[src/rtl/fifo_gray_ptr.sv]
// fifo_gray_ptr: one side of an asynchronous FIFO pointer pair.
//
// It keeps a binary pointer with an extra wrap bit, publishes it as a registered
// Gray pointer for the other clock domain, synchronises the remote Gray pointer,
// and produces a registered full (MODE 0) or empty (MODE 1) flag and an occupancy
// level as seen from this domain.
//
// Parameters:
//   ADDR_W      address width, depth = 2**ADDR_W, pointer width PW = ADDR_W+1
//   MODE        0 = write side (flag = full), 1 = read side (flag = empty)
//   SYNC_STAGES flops in the remote pointer synchroniser (>= 2)
//   ALMOST_TH   almost-flag threshold (only with FIFO_GRAY_PTR_ALMOST_EN)
//
// Ports:
//   clk          local clock, rising edge
//   rst_n        synchronous active-low reset
//   inc          push (MODE 0) or pop (MODE 1) request, ignored while flag is set
//   remote_gray  Gray pointer from the other domain (asynchronous)
//   addr         RAM address, low ADDR_W bits of the binary pointer
//   gray_ptr     registered Gray pointer for the other domain
//   flag         registered full (MODE 0) / empty (MODE 1)
//   level        occupancy, 0..2**ADDR_W, combinational from registered state
//   almost       almost-full / almost-empty
//
// Build option: define FIFO_GRAY_PTR_ALMOST_EN to generate the registered almost
// flag; otherwise almost is tied to 0.

module fifo_gray_ptr #(
  parameter int unsigned ADDR_W      = 4,
  parameter int unsigned MODE        = 0,
  parameter int unsigned SYNC_STAGES = 2,
  parameter int unsigned ALMOST_TH   = 1
) (
  input  logic              clk,
  input  logic              rst_n,
  input  logic              inc,
  input  logic [ADDR_W:0]   remote_gray,
  output logic [ADDR_W-1:0] addr,
  output logic [ADDR_W:0]   gray_ptr,
  output logic              flag,
  output logic [ADDR_W:0]   level,
  output logic              almost
);

  localparam int unsigned PW = ADDR_W + 1;

  // The read side comes out of reset empty; the write side is not full.
  localparam logic FLAG_RST = (MODE == 1) ? 1'b1 : 1'b0;

  // Full when the remote pointer equals ours with the two top Gray bits inverted,
  // i.e. the binary pointers differ by exactly the depth.
  localparam logic [PW-1:0] FULL_MASK = PW'(3) << (PW - 2);

  function automatic logic [PW-1:0] gray2bin(input logic [PW-1:0] g);
    logic [PW-1:0] b;
    b[PW-1] = g[PW-1];
    for (int i = PW - 2; i >= 0; i--) begin
      b[i] = b[i+1] ^ g[i];
    end
    return b;
  endfunction

  logic [PW-1:0] bin_q, bin_next;
  logic [PW-1:0] gray_q, gray_next;
  logic          flag_q, flag_next;
  logic          accept;
  logic [PW-1:0] sync_q [SYNC_STAGES];
  logic [PW-1:0] rg_s, rb_s;

  assign accept    = inc & ~flag_q;
  assign bin_next  = bin_q + {{ADDR_W{1'b0}}, accept};
  assign gray_next = bin_next ^ (bin_next >> 1);

  assign rg_s = sync_q[SYNC_STAGES-1];
  assign rb_s = gray2bin(rg_s);

  // The flag is evaluated against the post-accept pointer and the current
  // synchronised remote pointer, so it asserts on the filling/emptying edge and
  // clears as soon as the remote move is visible, regardless of its old value.
  always_comb begin
    flag_next = 1'b0;
    level     = '0;
    if (MODE == 0) begin
      flag_next = (gray_next == (rg_s ^ FULL_MASK));
      level     = bin_q - rb_s;
    end else begin
      flag_next = (gray_next == rg_s);
      level     = rb_s - bin_q;
    end
  end

  always_ff @(posedge clk) begin
    if (!rst_n) begin
      bin_q  <= '0;
      gray_q <= '0;
      flag_q <= FLAG_RST;
      for (int i = 0; i < int'(SYNC_STAGES); i++) begin
        sync_q[i] <= '0;
      end
    end else begin
      bin_q     <= bin_next;
      gray_q    <= gray_next;
      flag_q    <= flag_next;
      sync_q[0] <= remote_gray;
      for (int i = 1; i < int'(SYNC_STAGES); i++) begin
        sync_q[i] <= sync_q[i-1];
      end
    end
  end

  assign addr     = bin_q[ADDR_W-1:0];
  assign gray_ptr = gray_q;
  assign flag     = flag_q;

`ifdef FIFO_GRAY_PTR_ALMOST_EN
  localparam int unsigned DEPTH = 2 ** ADDR_W;

  logic          almost_q, almost_d;
  logic [PW-1:0] rb_next, level_next;

  // Use the level exactly as it will appear after this edge: the new local
  // pointer and the remote value about to reach the last synchroniser stage.
  assign rb_next = gray2bin(sync_q[SYNC_STAGES-2]);

  always_comb begin
    level_next = '0;
    almost_d   = 1'b0;
    if (MODE == 0) begin
      level_next = bin_next - rb_next;
      almost_d   = (32'(level_next) >= (DEPTH - ALMOST_TH));
    end else begin
      level_next = rb_next - bin_next;
      almost_d   = (32'(level_next) <= ALMOST_TH);
    end
  end

  always_ff @(posedge clk) begin
    if (!rst_n) begin
      almost_q <= FLAG_RST;
    end else begin
      almost_q <= almost_d;
    end
  end

  assign almost = almost_q;
`else
  assign almost = 1'b0;
`endif

endmodule

[config.mk]
export PLATFORM = sky130hd
export DESIGN_NAME = fifo_gray_ptr
export DESIGN_NICKNAME = d
export VERILOG_FILES = /design/src/rtl/fifo_gray_ptr.sv
export SDC_FILE = /design/constraint.sdc
export NUM_CORES = 1
export LEC_CHECK = 0
export CORE_MARGIN = 2
export CORE_UTILIZATION = 47
export CTS_CLUSTER_SIZE = 14
export DETAILED_ROUTE_END_ITERATION = 6
export PLACE_DENSITY = 0.87
export SYNTH_ARGS = -nofsm -noshare
export SYNTH_HDL_FRONTEND = slang
export SYNTH_SLANG_ARGS = --single-unit
[constraint.sdc]
create_clock -name clk -period 3.16 [get_ports clk]
set_input_delay 0.79 -clock clk [delete_from_list [all_inputs] [get_ports clk]]
set_output_delay 0.79 -clock clk [all_outputs]
set_load 0.1 [all_outputs]
==> results by group <==
Setup path
  – Critical path startpoint category: flip-flop
  – Worst path max stage delay: 0.38 ns
  – CP top delay family: XOR/XNOR gates
  – Critical Path Sink: level[4]
  – Critical Path Start: sync_q[0][9]$_SDFF_PN0_
  – Reg-to-reg startpoint: flag$_SDFF_PN0_
  – CP max FO: 2
  – R2R setup slack: 1.25 ns
  – Arrival time worst endpoint: 2.67 ns
  – Worst reg2reg path endpoint: flag$_SDFF_PN0_
  – Nature of the critical path endpoint: output port
  – Crit path required time: 2.37 ns
  – Crit path top cell by count: xor2_2
  – Crit path kind: flip-flop to output port
  – Depth of the worst register-to-register path: 7
  – Critical Path Stages: 11
  – Slowest CP cell: dfxtp_4
  – Buf/Inv on CP: 2
  – CP cell instances: xnor2_4, xor2_2, xor2_2, xnor2_1, ha_2, fa_2, inv_1, a21o_1, a21oi_4, xor2_4, buf_12

Floorplan
  – Die Height: 49.0 microns
  – Starting density of the core: 49.1%
  – FP Rows: 16
  – Die ar.: 2400 sq um
  – Die X: 49.0 microns
  – Core ar.: 1940 sq um
  – Number of top-level pins: 24

CTS
  – CTS root buf: clkbuf_4
  – Hold-fix buffers at CTS: 0
  – Clock Latency Late Sink: 0.31 ns
  – CTS sink count: 20
  – Max Root-Sink Buffers: 2
  – Clock transition at path regs: 0.11 ns
  – Number of CTS-inserted buffers: 3
  – TritonCTS clock tree: yes
  – H-Tree Depth: 1

Placement
  – # port buffers: 22
  – HPWL Detailed: 1320 microns
  – GP Congestion: 0.762

Final layout
  – Share of layout cells above drive strength 1: 35.5%
  – Multi-input logic area: 607 sq um
  – Ant diodes: 0
  – Sequential Area: 408 sq um
  – Layout area overhead: 51.0%
  – Fillers: 138
  – Final #Nets: 140

STA
  – # setup viols final: 3
  – Fmax achieved: 289 MHz
  – PnR worst setup slack: -0.296 ns
  – Final Slew Violations: 0
  – Hold_ws: 0.448 ns
  – Tcrit/Tclk final: 109%
  – Slew headroom: 64.6%
  – RSZ-0062 raised after global routing: true
  – Min Tclk post-route: 3.46 ns
  – Final Hold Violating Endpoints: 0
  – Clk_skew: 0.0105 ns
  – Slew @ Worst Pin: 0.529 ns

Power
  – Power Internal: 587 uW
  – P_sw: 402 uW
  – Clock network power share: 20.8%
  – Part of the power in registers: 27.7%
  – Pwr per Cell Area: 687 nW/um^2
  – Power Total: 990 uW
  – Sw frac: 40.7%
  – Maximum vdd ir drop: 0.000605 V
  – Leakage: 0.644 nW
  – Comb pwr share: 51.4%

Logic synthesis
  – Post-synth top area share: 42.0%
  – Register area share after synthesis: 42.0%
  – Most area-consuming cells after synthesis: dfxtp_1 (42%), xnor2_1 (10%), and2_1 (9.8%)
  – Yosys cell types: 22
  – Mean Syn Cell Area: 10.4 sq um
  – Post-Syn Area: 953 sq um
  – Cells after Synth: 92
  – FF+latch count, synth: 20
  – Syn_nets: 107
  – Dominant cell type by area after synthesis: dfxtp_1
  – Yosys warning total: 0

Global routing
  – Met1 Use GR: 17.8%
  – Vias in the first global route: 725
  – Gr usage total: 16.6%
  – GRT met3 Usage: 2.15%
  – First-pass GRT wire length: 3040 microns
  – Total grt overflow: 0
  – Initial antenna violation count: 0
  – Grt met2 use: 31.1%
  – Most Crowded Layer GR: met2
  – Largest net degree at the start of global routing: 18

Drt
  – Drt drc: 0
  – Antenna viol nets, final: 0
  – DR pass1 iterations: 2
  – Iter 0 DRT Violations: 2
  – Vias: 711
  – Avg WL per Cell: 12.5 microns
  – Drt via density: 4.71
  – Total wire length: 1890 microns

Outcome
  – Outcome: finished with violations
  – Violated checks: setup timing

Min path
  – Tightest Hold Check Type: flip-flop to flip-flop

Run
  – Maxcap violations: 0
==> cell usage in the layout (no fill, tap or decap) <==
cell type and n:
nor2_1 4, ha_1 5, clkdlybuf4s50_1 7, inv_1 7, buf_12 5, a21o_1 2, ha_2 1, a21oi_4 2
clkbuf_4 3, and2_1 15, a21boi_2 1, conb_1 1, xnor2_4 3, fa_2 1, dfxtp_1 16, xnor2_1 9
nor2b_1 1, xor2_1 7, buf_4 17, nand4_1 1, inv_2 1, dfxtp_4 1, xor2_2 2, nand3_1 3
bufinv_16 1, a21bo_2 1, dfxtp_2 3, buf_6 1, nor4_1 1, xor2_4 1, o2bb2ai_1 1
==> sequential cells by signal, summed over array words and instances (netlist names) <==
signal / flops
gray_ptr: 4
flag: 1
sync_q: 10
bin_q: 5
==> timing repair <==
item,4_1_cts,5_1_grt
endpoints found under the setup margin,4,4
buffers inserted,5,2
pin swaps,7,8
gates resized for setup,7,3
==> Yosys cell counts <==
cell	n
dfxtp_1	20
and2_1	15
xnor2_1	11
inv_1	8
xor2_1	8
ha_1	6
nor2_1	4
nand3_1	3
a21o_1	2
a21oi_1	2
xor2_2	2
a21bo_2	1
a21boi_2	1
buf_4	1
clkbuf_1	1
conb_1	1
fa_1	1
nand4_1	1
nor2b_1	1
nor4_1	1
o2bb2ai_1	1
xnor2_2	1
==> worst min-delay path by stage <==
stage                     slack, ns  depth (start not counted)               startpoint                 endpoint
after floorplan                0.41                          1  sync_q[0][0]$_SDFF_PN0_  sync_q[0][5]$_SDFF_PN0_
after global placement         0.41                          1  sync_q[0][3]$_SDFF_PN0_  sync_q[0][8]$_SDFF_PN0_
after detailed placement       0.42                          1  sync_q[0][4]$_SDFF_PN0_  sync_q[0][9]$_SDFF_PN0_
after CTS                      0.45                          1  sync_q[0][4]$_SDFF_PN0_  sync_q[0][9]$_SDFF_PN0_
after global routing           0.46                          1  sync_q[0][1]$_SDFF_PN0_  sync_q[0][6]$_SDFF_PN0_
final                          0.45                          1  sync_q[0][2]$_SDFF_PN0_  sync_q[0][7]$_SDFF_PN0_
==> cell families after synthesis <==
logic type | count (synthesis) | share of synthesized area [%]
AO/OA/AOI/OAI | 7 | 5.77
flip-flops | 20 | 42.0
adder cells (fa/ha/maj) | 7 | 9.97
other | 1 | 0.393
AND/OR/NAND/NOR | 25 | 15.0
buffers and inverters | 10 | 4.33
XOR/XNOR | 22 | 22.6
==> stage by stage <==
step / TNS [ns] / util, % / cells / setup WS [ns] / area (sq um)
2_1_floorplan: -0.165 / - / 92 / -0.165 / 1020
3_3_place_gp: 0 / 66.6 / 140 / 0.0994 / 1290
3_5_place_dp: 0 / 66.6 / 140 / 0.0110 / 1290
4_1_cts: -0.546 / 72.6 / 149 / -0.252 / 1410
5_1_grt: -1.11 / 74.2 / 151 / -0.427 / 1440
6_report: -0.629 / 74.2 / 151 / -0.296 / 1440
==> routing by layer <==
layer  share of wire, %  vias to the layer above  routed length, microns
met4                2.9                        0                      54
met1                 39                      334                     730
met5                  0                        -                       0
met3                2.4                        6                      46
li1                   -                      352                       -
met2                 56                       19                    1060
==> area by class of cell <==
class	instances	share of cell area (%)
tap	27	2.35
clock buffer	3	1.56
sequential	20	28.3
clock inverter	1	2.09
multi-input combinational	62	42.1
inverter	8	2.09
timing repair buffer	30	21.5
==> power by group through the flow <==
| stage | clock network [mW] | logic, mW | registers (mW) |
|---|---|---|---|
| after floorplan | 0 | 0.288 | 0.327 |
| after global placement | 0 | 0.469 | 0.279 |
| after detailed placement | 0 | 0.477 | 0.280 |
| after CTS | 0.211 | 0.507 | 0.274 |
| after global routing | 0.221 | 0.531 | 0.276 |
| final | 0.206 | 0.509 | 0.274 |
Note: power is estimated with default switching activity, not from simulation.
